===== config.mk =====
export PLATFORM = sky130hd
export DESIGN_NAME = tick_gen_multi
export DESIGN_NICKNAME = d
export VERILOG_FILES = /design/src/rtl/tick_gen_multi_pkg.sv /design/src/rtl/tick_gen_multi_tick_chan.sv /design/src/rtl/tick_gen_multi.sv
export SDC_FILE = /design/constraint.sdc
export NUM_CORES = 1
export LEC_CHECK = 0
export ABC_AREA = 1
export BUFFER_PORTS_ARGS = -buffer_cell sky130_fd_sc_hd__buf_2
export CORE_ASPECT_RATIO = 1.2
export CORE_MARGIN = 2
export CORE_UTILIZATION = 55
export DETAILED_ROUTE_END_ITERATION = 16
export GPL_TIMING_DRIVEN = 0
export MAX_ROUTING_LAYER = met4
export PLACE_DENSITY = 0.84
export SETUP_SLACK_MARGIN = 0.2
export SYNTH_ARGS = -nofsm -noshare
export SYNTH_HDL_FRONTEND = slang
export SYNTH_SLANG_ARGS = --single-unit

===== constraint.sdc =====
create_clock -name clk -period 2.2 [get_ports clk]
set_input_delay 0.22 -clock clk [delete_from_list [all_inputs] [get_ports clk]]
set_output_delay 0.22 -clock clk [all_outputs]
set_load 0.02 [all_outputs]

===== src/rtl/tick_gen_multi_pkg.sv =====
`default_nettype none
// +--------------------------------------------------------------------+
// | tick_gen_multi_pkg : shared clock and standard divisor constants   |
// | Rev 1.0                                                            |
// +--------------------------------------------------------------------+
package tick_gen_multi_pkg;

  localparam int CLK_HZ      = 100_000_000;
  localparam int CNT_W_DEF   = 27;

  localparam int DIV_1HZ     = CLK_HZ;
  localparam int DIV_2HZ     = CLK_HZ / 2;
  localparam int DIV_4HZ     = CLK_HZ / 4;
  localparam int DIV_REFRESH = 400_000;

endpackage : tick_gen_multi_pkg
`default_nettype wire


===== src/rtl/tick_gen_multi_tick_chan.sv =====
`default_nettype none
// +--------------------------------------------------------------------+
// | tick_chan : one divider channel with tick pulse and square output  |
// | Rev 1.0                                                            |
// +--------------------------------------------------------------------+
module tick_chan
  import tick_gen_multi_pkg::*;
#(
  parameter int               CNT_W   = CNT_W_DEF,
  parameter logic [CNT_W-1:0] DIV_RST = CNT_W'(1)
) (
  input  logic             clk,
  input  logic             rst_n,
  input  logic             en_i,
  input  logic             clr_i,
  input  logic             load_i,
  input  logic [CNT_W-1:0] load_val_i,
  output logic             tick_o,
  output logic             square_o
);

  logic [CNT_W-1:0] cnt_q, cnt_d;
  logic [CNT_W-1:0] div_q, div_d;
  logic             tick_q, tick_d;
  logic             square_q, square_d;

  always_comb begin
    cnt_d    = cnt_q;
    div_d    = div_q;
    tick_d   = 1'b0;
    square_d = square_q;

    if (clr_i) begin
      cnt_d    = '0;
      square_d = 1'b0;
    end

    // A load still applies under clear, and pre-empts a coincident terminal count.
    if (load_i) begin
      div_d = (load_val_i == '0) ? CNT_W'(1) : load_val_i;
      cnt_d = '0;
    end else if (!clr_i && en_i) begin
      if (cnt_q == div_q - CNT_W'(1)) begin
        cnt_d    = '0;
        tick_d   = 1'b1;
        square_d = ~square_q;
      end else begin
        cnt_d = cnt_q + CNT_W'(1);
      end
    end
  end

  always_ff @(posedge clk or negedge rst_n) begin
    if (!rst_n) begin
      cnt_q    <= '0;
      div_q    <= DIV_RST;
      tick_q   <= 1'b0;
      square_q <= 1'b0;
    end else begin
      cnt_q    <= cnt_d;
      div_q    <= div_d;
      tick_q   <= tick_d;
      square_q <= square_d;
    end
  end

  assign tick_o   = tick_q;
  assign square_o = square_q;

endmodule : tick_chan
`default_nettype wire


===== src/rtl/tick_gen_multi.sv =====
`default_nettype none
// +--------------------------------------------------------------------+
// | tick_gen_multi : NUM_CH independent tick / square-wave generators  |
// | Rev 1.0                                                            |
// +--------------------------------------------------------------------+
module tick_gen_multi
  import tick_gen_multi_pkg::*;
#(
  parameter int                      NUM_CH   = 4,
  parameter int                      CNT_W    = CNT_W_DEF,
  parameter logic [NUM_CH*CNT_W-1:0] DIV_INIT = {CNT_W'(DIV_4HZ), CNT_W'(DIV_REFRESH),
                                                 CNT_W'(DIV_1HZ), CNT_W'(DIV_2HZ)}
) (
  input  logic              clk,
  input  logic              rst_n,
  input  logic [NUM_CH-1:0] ch_en,
  input  logic              sync_clr,
  input  logic              div_load,
  input  logic [2:0]        div_ch,
  input  logic [CNT_W-1:0]  div_val,
  output logic [NUM_CH-1:0] tick,
  output logic [NUM_CH-1:0] square
);

  // Indices at or above NUM_CH match no channel, so such loads are dropped.
  for (genvar gi = 0; gi < NUM_CH; gi++) begin : g_chan
    logic load_sel;
    assign load_sel = div_load && (div_ch == 3'(gi));

    tick_chan #(
      .CNT_W   (CNT_W),
      .DIV_RST (DIV_INIT[gi*CNT_W +: CNT_W])
    ) u_chan (
      .clk        (clk),
      .rst_n      (rst_n),
      .en_i       (ch_en[gi]),
      .clr_i      (sync_clr),
      .load_i     (load_sel),
      .load_val_i (div_val),
      .tick_o     (tick[gi]),
      .square_o   (square[gi])
    );
  end

endmodule : tick_gen_multi
`default_nettype wire

==> qor_table.md, run 1 <==
| Quantity | This run |
|---|---|
| Status | complete, but fails checks |
| Violated checks | negative setup slack |
| Final setup margin | -0.1550 ns |
| Vias/cell | 5.625 |
| Type of the most critical hold path | in -> reg |
| Required time at the endpoint of the critical path | 2.63 ns |
| Number of warnings issued by yosys | 0 |
| Floorplan die area | 31930 sq um |
| Internal power | 9387 uW |
| Worst-skew pair later-pin latency | 0.56 ns |
| Finish-stage setup viols | 102 |
| DP Area | 17630 sq um |
| ANT nets after route | 0 |
| Wire length of the first global-routing pass | 83030 um |
| Number of synthesized register bits | 224 |
| Buffers on Ports | 44 |
| Starting density of the core | 55.54% |
| Total length of routed wires | 53030 um |
| Max-capacitance violation count | 0 |
| Number of levels in the clock H-tree | 1 |
| Mean cell area of the mapped netlist | 6.718 sq um |
| Total Routing Usage GR | 33.26% |
| DRC errors left | 0 |
| Root cell of the clock tree | sky130_fd_sc_hd__clkbuf_16 |
| Share of cells above drive strength 1 | 23.56% |
| RSZ-0062 raised after global routing | yes |
| Static power due to leakage | 0.01001 uW |
| Vertical die dimension | 195.3 um |
| Power Dens Cells | 710.6 nW/um^2 |
| Startpoint type of the worst setup path | register |
| Most used flip-flop cell after synthesis | sky130_fd_sc_hd__dfrtp_1 |
| Number of hold violations in the final report | 0 |
| Routed length per placed instance | 17.08 um |
| Detailed-route via count | 17.46k |
| Sequential-to-total area share from yosys stat | 33.72% |
| First DRT Iteration DRCs | 1337 |
| Number of antenna diodes | 0 |
| Synthesized Nets | 2544 |
| Final RePlAce weighted congestion | 0.9864 |
| Most common cell after layout, fill and taps aside | sky130_fd_sc_hd__nand2_1 |
| Slowest-stage cell, CP | sky130_fd_sc_hd__dfrtp_2 |
| DP HPWL | 36920 um |
| Number of distinct standard cells referenced by the synthesized netlist | 48 |
| Post-route core utilization | 69.35% |
| Std-Cell Core Area | 30220 sq um |
| Overflow left after global routing | 0 |
| Post-layout nets | 2735 |
| Measured slew at the worst slew-check pin | 1.022 ns |
| Gate count of the mapped netlist | 2498 |
| Critical path type | reg -> reg |
| Crit path largest cell delay | 0.45 ns |
| Most frequent cells in the layout | sky130_fd_sc_hd__nand2_1, sky130_fd_sc_hd__inv_1, sky130_fd_sc_hd__nor2_1 |
| Number of global-route vias before repair | 16.68k |
| Arrival time at the worst endpoint | 2.78 ns |
| Sw frac | 36.96% |
| FILL cells | 2377 |
| Power share of the combinational group | 32.7% |
| Net switching power of the design | 5504 uW |
| Clock transition at the registers of the reported paths | 0.07 ns |
| Horiz. Die Dim | 163.5 um |
| Number of detailed-route iterations in the first pass | 5 |
| Total count of max-transition violations in the final report | 0 |
| Share of total power in the clock network | 31.0% |
| Area growth from synthesis to final layout | 24.87% |
| Clock sink total | 224 |
| Final period utilization | 107.0% |
| Site Rows | 70 |
| Worst-case clock skew | 0.02476 ns |
| Max Buffers Root-to-Sink | 3 |
| Share of flip-flops with an asynchronous set or reset | 100.0% |
| Number of antenna violations at the first check in global routing | 0 |
| IR Drop Worst-Case VDD | 777.9 uV |
| Number of CTS-inserted buffers | 25 |
| TritonCTS clock tree | built |
| Number of enable flip-flop cells after synthesis | 0 |
| Cells traversed along the worst timing path | nor2_2 -> nand2_2 -> nor2_4 -> buf_6 -> nand2_8 -> nor2_4 -> nand3_2 -> nand2_2 -> nand4_1 -> nor2_2 -> nand2_2 -> nand2_4 -> buf_12 -> clkbuf_16 -> o21ai_2 |
| Kind of end point of the critical path | register |
| Share of total power in sequential cells | 36.3% |
| Final critical path time including I/O delays and setup | 2.355 ns |
| Post-Synthesis Cell Area | 16780 sq um |
| Largest net degree at the start of global routing | 123 |
| Maximum clock frequency | 0.4246 GHz |
| Non-Filler Cell Area, Final | 20960 sq um |
| Top-Level Pins | 46 |
| Relative slew slack | 31.34% |
| CP max FO | 5 |
| Most numerous cell on the critical path | sky130_fd_sc_hd__nand2_2 |
[logic make-up after synthesis]
logic type | Yosys count | share of synthesized area (%)
xor+xnor | 200 | 10.48
fa+ha+maj | 8 | 0.5965
simple gates | 1441 | 38.06
buf+inv | 394 | 9.454
flops | 224 | 33.72
compound gates | 231 | 7.695
[metrics by stage]
stage	worst slack [ns]	std cells	hold WS [ns]	TNS (ns)	power (uW)
global route	-0.2883	3104	0.07994	-22.62	15630
CTS	-0.08932	3069	0.04012	-3.563	14160
detailed placement	-0.5896	2939	0.3375	-26.69	9036
global placement	-2.936	2938	0.4542	-614.56	8905
finish	-0.1550	3104	0.05241	-9.041	14890
floorplan	0.1777	2498	-0.07559	0	7996
[state kept, by name (all words and copies together) (netlist names)]
name                    count
g_chan.u_chan.square_o      4
g_chan.u_chan.div_q       108
g_chan.u_chan.cnt_q       108
g_chan.u_chan.tick_o        4
[power by group through the flow]
| stage | Sequential (uW) | Combinational [uW] | Clock (uW) |
|---|---|---|---|
| after floorplan | 5130 | 2860 | 0 |
| after detailed placement | 5360 | 3680 | 0 |
| after global placement | 5350 | 3550 | 0 |
| after global routing | 5440 | 5400 | 4790 |
| final | 5410 | 4870 | 4620 |
| after CTS | 5320 | 4200 | 4640 |
[cell type report]
class | count | area, sq um | share of cell area [%]
well taps | 396 | 495.5 | 2.364
multi-input cells | 1881 | 10800 | 51.52
plain buffers | 80 | 440.4 | 2.102
clock buffers | 37 | 750.7 | 3.583
clock inverters | 9 | 155.1 | 0.7404
inverters | 314 | 1191 | 5.684
repair buffers | 163 | 1445 | 6.896
flip-flops and latches | 224 | 5682 | 27.11
[worst paths after layout]
kind	start	end	cells past startpoint	slack, ns
max in group asynchronous	rst_n	g_chan[2].u_chan.div_q[8]	3	0.76
min reg2reg	g_chan[1].u_chan.div_q[26]	g_chan[1].u_chan.div_q[26]	2	0.51
min in group asynchronous	rst_n	g_chan[2].u_chan.tick_o	2	0.33
max reg2reg	g_chan[2].u_chan.div_q[5]	g_chan[2].u_chan.cnt_q[9]	15	-0.16
min	ch_en[0]	g_chan[0].u_chan.cnt_q[10]	4	0.05
max	g_chan[2].u_chan.div_q[5]	g_chan[2].u_chan.cnt_q[9]	15	-0.16
[critical path, delay by kind of cell (launching register included)]
family | cells | cell delay, ns
buffers and inverters | 3 | 0.43
DFF | 1 | 0.45
AOI/OAI and AO/OA | 1 | 0.05
and+or+nand+nor | 11 | 1.27
[Yosys cell counts, types with 3 or more instances]
cell type	instances	area [sq um]
sky130_fd_sc_hd__inv_2	7	26.28
sky130_fd_sc_hd__nor2_1	275	1032
sky130_fd_sc_hd__buf_6	4	45.04
sky130_fd_sc_hd__dfrtp_1	182	4554
sky130_fd_sc_hd__o21a_1	4	30.03
sky130_fd_sc_hd__clkinv_1	4	15.01
sky130_fd_sc_hd__ha_1	8	100.1
sky130_fd_sc_hd__and3_1	3	18.77
sky130_fd_sc_hd__o21ai_1	22	110.1
sky130_fd_sc_hd__inv_1	303	1137
sky130_fd_sc_hd__nor2_4	13	146.4
sky130_fd_sc_hd__buf_4	12	90.09
sky130_fd_sc_hd__nor3_1	35	175.2
sky130_fd_sc_hd__o21ai_2	20	175.2
sky130_fd_sc_hd__nor3_2	4	40.04
sky130_fd_sc_hd__o21ai_0	151	755.7
sky130_fd_sc_hd__buf_2	6	30.03
sky130_fd_sc_hd__or2_2	7	43.79
sky130_fd_sc_hd__xnor2_1	56	490.5
sky130_fd_sc_hd__nor3b_1	4	30.03
sky130_fd_sc_hd__o21bai_1	10	75.07
sky130_fd_sc_hd__nor4_1	12	75.07
sky130_fd_sc_hd__nor2_2	19	118.9
sky130_fd_sc_hd__nand3_2	15	150.1
sky130_fd_sc_hd__nand3b_1	16	120.1
sky130_fd_sc_hd__xor2_1	143	1252
sky130_fd_sc_hd__nand3_4	3	52.55
sky130_fd_sc_hd__nand2_1	773	2902
sky130_fd_sc_hd__and2_1	7	43.79
sky130_fd_sc_hd__clkbuf_1	52	195.2
sky130_fd_sc_hd__nand4_1	73	456.7
sky130_fd_sc_hd__a21oi_1	16	80.08
sky130_fd_sc_hd__nand2_2	13	81.33
sky130_fd_sc_hd__nand3_1	162	810.8
sky130_fd_sc_hd__nand2_4	5	56.30
sky130_fd_sc_hd__dfstp_2	42	1104
[layer usage]
metal  vias up  wire length (um)  global-route usage (%)
met5         -                 0                       -
met4         0              3045                   16.05
met3       233              3584                   3.887
met2       790             26220                   56.24
met1      8200             20180                   39.31
li1       8238                 -                       -
[what timing repair did]
action | 4_1_cts | 5_1_grt
resized for setup | 170 | 196
pin swaps | 50 | 108
endpoints found under the setup margin | 116 | 116
hold endpoints to repair | 118 | 0
setup buffers | 66 | 31
hold buffers | 13 | 0
gates cloned | 5 | 4
No activity file was read; power rests on OpenSTA's default activity.
==> run 2, diff against run 1 <==
ABC_AREA = not set   (was 1)
ABC_CLOCK_PERIOD_IN_PS = 2200   (was not set)
PLACE_DENSITY = 0.85   (was 0.84)
==> run 2 against run 1 <==
Net effect:
- the flow still finishes with violations (negative setup slack)
- critical path depth stayed put
- clock skew fell by 0.013 ns
- first-iteration DRC count grew 60%
- clock power fell by 12%
- total power down 8.2%
- non-clock buffer count fell by 23
- register-to-register slack worse by 1.3 ns
- clock-buffer cell count shrank 9
- sequential power grew 2%
- sequential cell count did not move
- global-route usage rose by 0.093 points
- routed wire length shrank 2.8%
- critical path type unchanged
- largest cell class unchanged
==> qor_table.md, run 2 <==
| Quantity | This run | Change |
|---|---|---|
| Number of enable flip-flop cells after synthesis | 0 | unchanged |
| Site Rows | 64 | -8.6% |
| Final RePlAce weighted congestion | 0.9120 | -7.5% |
| Reg2Reg Setup Slack | -1.50 ns | -1.34 ns |
| Slowest-stage cell, CP | sky130_fd_sc_hd__or4_4 |  |
| Synthesized Nets | 1601 | -37% |
| Largest net degree at the start of global routing | 125 | +1.6% |
| FILL cells | 1497 | -37% |
| Number of warnings issued by yosys | 0 | unchanged |
| Detailed-route via count | 14.61k | -16% |
| Post-Layout Cell Count | 2061 | -34% |
| Dominant cell by count in the synthesized netlist | sky130_fd_sc_hd__dfrtp_1 |  |
| First DRT Iteration DRCs | 2135 | +60% |
| Post-layout nets | 1761 | -36% |
| Power share of the combinational group | 29.9% | -2.8 points |
| Max Buffers Root-to-Sink | 3 | unchanged |
| Most numerous cell on the critical path | sky130_fd_sc_hd__buf_6 |  |
| Startpoint type of the worst setup path | register |  |
| Sequential-to-total area share from yosys stat | 39.38% | +5.7 points |
| Share of total power in sequential cells | 40.4% | +4.1 points |
| Launching point of the worst reg2reg path | g_chan[2].u_chan.div_q[11] |  |
| Total Routing Usage GR | 33.35% | +0.093 points |
| Synth top cells by count | sky130_fd_sc_hd__dfrtp_1, sky130_fd_sc_hd__nand2_1, sky130_fd_sc_hd__nor2_1, sky130_fd_sc_hd__mux2_2, sky130_fd_sc_hd__xnor2_1 |  |
| Finish-stage setup viols | 116 | +14% |
| Area growth from synthesis to final layout | 29.80% |  |
| Sw frac | 35.94% | -1.0 points |
| Overflow left after global routing | 0 | unchanged |
| Power Dens Cells | 732.9 nW/um^2 | +3.1% |
| Critical path type | reg -> reg |  |
| Relative slew slack | 33.12% | +1.8 points |
| Internal power | 8756 uW | -6.7% |
| Number of levels in the clock H-tree | 1 | unchanged |
| Std-Cell Core Area | 25620 sq um | -15% |
| DRC errors left | 0 | unchanged |
| Most area-hungry cell type in the Yosys netlist | sky130_fd_sc_hd__dfrtp_1 |  |
| Vertical die dimension | 181.1 um | -7.3% |
| Final period utilization | 168.0% | +61 points |
| Root cell of the clock tree | sky130_fd_sc_hd__clkbuf_16 |  |
| Final setup margin | -1.495 ns | -1.340 ns |
| Vias/cell | 7.089 | +26% |
| Total area of multi-input combinational cells | 9872 sq um | -8.6% |
| Total negative slack for setup checks | -136.07 ns | -127.03 ns |
| DP Area | 15480 sq um | -12% |
| Number of synthesized register bits | 224 | unchanged |
| Clock sink total | 224 | unchanged |
| Clock transition at the registers of the reported paths | 0.07 ns | about the same |
| CP max FO | 4 | -1 |
| Arrival time at the worst endpoint | 4.11 ns | +1.33 ns |
| Crit path largest cell delay | 0.52 ns | +0.07 ns |
| Total count of max-transition violations in the final report | 0 | unchanged |
| Net switching power of the design | 4912 uW | -11% |
| Type of the most critical hold path | in -> reg |  |
| RSZ-0062 raised after global routing | yes |  |
| Number of hold violations in the final report | 0 | unchanged |
| Number of antenna diodes | 0 | unchanged |
| Status | complete, but fails checks |  |
| Area taken by flip-flops and latches | 5669 sq um | -0.22% |
| Most used flip-flop cell after synthesis | sky130_fd_sc_hd__dfrtp_1 |  |
| ANT nets after route | 0 | unchanged |
| IR Drop Worst-Case VDD | 646.4 uV | -17% |
| Gate count of the mapped netlist | 1555 | -38% |
| Worst-case clock skew | 0.01184 ns | -0.01291 ns |
| Start point of the critical path | g_chan[2].u_chan.div_q[11] |  |
| Number of distinct standard cells referenced by the synthesized netlist | 87 | +81% |
| Floorplan die area | 27440 sq um | -14% |
| Fraction of synthesized cell area taken by the top area cell type | 31.70% | +4.6 points |
| Leading cell types by total area after synthesis | sky130_fd_sc_hd__dfrtp_1, sky130_fd_sc_hd__dfstp_2, sky130_fd_sc_hd__mux2_2 |  |
| DP HPWL | 27400 um | -26% |
| Violated checks | negative setup slack |  |
| Share of cells above drive strength 1 | 37.03% | +13 points |
| Post-Place Cells | 1929 | -34% |
| Most frequent cells in the layout | sky130_fd_sc_hd__dfrtp_1, sky130_fd_sc_hd__nand2_1, sky130_fd_sc_hd__mux2_2 |  |
| Endpoint of the lowest-slack register-to-register path | g_chan[2].u_chan.cnt_q[22] |  |
| Required time at the endpoint of the critical path | 2.61 ns | -0.02 ns |
| Total length of routed wires | 51550 um | -2.8% |
| Top-Level Pins | 46 | unchanged |
| Top flop regs | g_chan.u_chan.cnt_q (108), g_chan.u_chan.div_q (108) |  |
| Number of CTS-inserted buffers | 22 | -12% |
| Most common cell after layout, fill and taps aside | sky130_fd_sc_hd__dfrtp_1 |  |
| Post-Synthesis Cell Area | 14370 sq um | -14% |
| Max-capacitance violation count | 0 | unchanged |
| Horiz. Die Dim | 151.5 um | -7.3% |
| Kind of end point of the critical path | register |  |
| Cell depth of the worst flop-to-flop path | 15 | unchanged |
| Non-Filler Cell Area, Final | 18650 sq um | -11% |
| Number of antenna violations at the first check in global routing | 0 | unchanged |
| Number of global-route vias before repair | 13.74k | -18% |
| Static power due to leakage | 0.007224 uW | -28% |
| Wire length of the first global-routing pass | 71330 um | -14% |
| Share of flip-flops with an asynchronous set or reset | 100.0% | unchanged |
| Starting density of the core | 56.07% | +0.53 points |
| Final critical path time including I/O delays and setup | 3.695 ns | +1.340 ns |
| Cells traversed along the worst timing path | buf_6 -> or4_4 -> buf_6 -> buf_6 -> or4_4 -> or3_4 -> mux2_4 -> a31oi_4 -> nor4_4 -> buf_4 -> a21oi_4 -> buf_6 -> buf_6 -> a21o_1 -> a22o_1 |  |
| Worst-skew pair later-pin latency | 0.53 ns | -0.03 ns |
| Measured slew at the worst slew-check pin | 0.9947 ns | -0.02729 ns |
| Capturing instance or port of the critical path | g_chan[2].u_chan.cnt_q[22] |  |
| Buffers on Ports | 43 | -2.3% |
| TritonCTS clock tree | built |  |
| Number of detailed-route iterations in the first pass | 6 | +1 |
| Routed length per placed instance | 25.01 um | +46% |
| Mean cell area of the mapped netlist | 9.240 sq um | +38% |
| Share of total power in the clock network | 29.7% | -1.3 points |
| Maximum clock frequency | 0.2706 GHz | -36% |
## run 2: cell types whose count changed after synthesis, moves of 71 or more
cell	before	now
sky130_fd_sc_hd__inv_1	303	38
sky130_fd_sc_hd__mux2_2	0	98
sky130_fd_sc_hd__nand2_1	773	145
sky130_fd_sc_hd__nand3_1	162	87
sky130_fd_sc_hd__nor2_1	275	124
sky130_fd_sc_hd__o21ai_0	151	55
sky130_fd_sc_hd__xor2_1	143	72
## run 2: critical path, delay by kind of cell, from the launching register on
kind / cells / cell delay (ns)
AOI/OAI and AO/OA: 4 / 0.54
buffers and inverters: 6 / 0.79
DFF: 1 / 0.36
muxes: 1 / 0.22
and+or+nand+nor: 4 / 1.65
## run 2: worst min path at each step
stage	start	end	slack, ns	depth (start not counted)
detailed placement	rst_n	g_chan[2].u_chan.cnt_q[11]	0.29	1
floorplan	rst_n	g_chan[0].u_chan.cnt_q[0]	-0.08	0
finish	div_val[20]	g_chan[3].u_chan.div_q[20]	0.06	2
global placement	g_chan[2].u_chan.div_q[26]	g_chan[2].u_chan.div_q[26]	0.52	1
global route	div_val[20]	g_chan[1].u_chan.div_q[20]	0.05	2
CTS	div_val[5]	g_chan[0].u_chan.div_q[5]	0.02	3
## run 2: metal layers
layer	up-vias	share of wire [%]	GRT usage [%]
li1	5980	-	-
met1	6965	35	39.75
met2	1206	47	54.08
met3	459	9.6	3.965
met4	0	8.5	19.67
met5	-	0	-
## run 2: layout make-up
cell class | instances | share of cell area (%)
repair buffers | 136 | 6.072
multi-input cells | 1209 | 52.94
well taps | 330 | 2.214
flip-flops and latches | 224 | 30.40
inverters | 38 | 0.8454
plain buffers | 84 | 3.495
clock buffers | 28 | 3.294
clock inverters | 12 | 0.7447
## run 2: cells by family (layout without fill, tap and decap cells)
| family | Yosys count | after routing | synth area share [%] |
|---|---|---|---|
| simple gates | 678 | 678 | 24.93 |
| compound gates | 242 | 242 | 12.36 |
| buf+inv | 122 | 298 | 3.631 |
| flops | 224 | 224 | 39.38 |
| xor+xnor | 168 | 168 | 10.24 |
| fa+ha+maj | 8 | 8 | 0.6967 |
| mux | 113 | 113 | 8.761 |
## run 2: power groups by stage
| stage | clock (uW) | sequential, uW | combinational, uW |
|---|---|---|---|
| final | 4050 | 5520 | 4090 |
| after global routing | 4220 | 5540 | 4260 |
| after CTS | 4010 | 5370 | 3430 |
| after detailed placement | 0 | 5400 | 2910 |
| after global placement | 0 | 5350 | 2780 |
| after floorplan | 0 | 5200 | 2270 |
## run 2: per-stage QoR
| stage | power (uW) | setup WS, ns | hold slack, ns | utilization [%] |
|---|---|---|---|---|
| 2_1_floorplan | 7472 | -1.136 | -0.07559 | - |
| 3_3_place_gp | 8131 | -3.187 | 0.5179 | 60.27 |
| 3_5_place_dp | 8310 | -1.438 | 0.2854 | 60.42 |
| 4_1_cts | 12820 | -1.313 | 0.02040 | 68.72 |
| 5_1_grt | 14020 | -1.573 | 0.04774 | 72.78 |
| 6_report | 13670 | -1.495 | 0.05703 | 72.78 |
## run 2: what timing repair did
item / in CTS / in global routing
hold buffers: 4 / 0
endpoints found under the hold margin: 79 / 0
setup endpoints to repair: 116 / 118
setup buffers: 60 / 21
pin swaps: 49 / 56
gates cloned: 7 / 0
resized for setup: 183 / 184
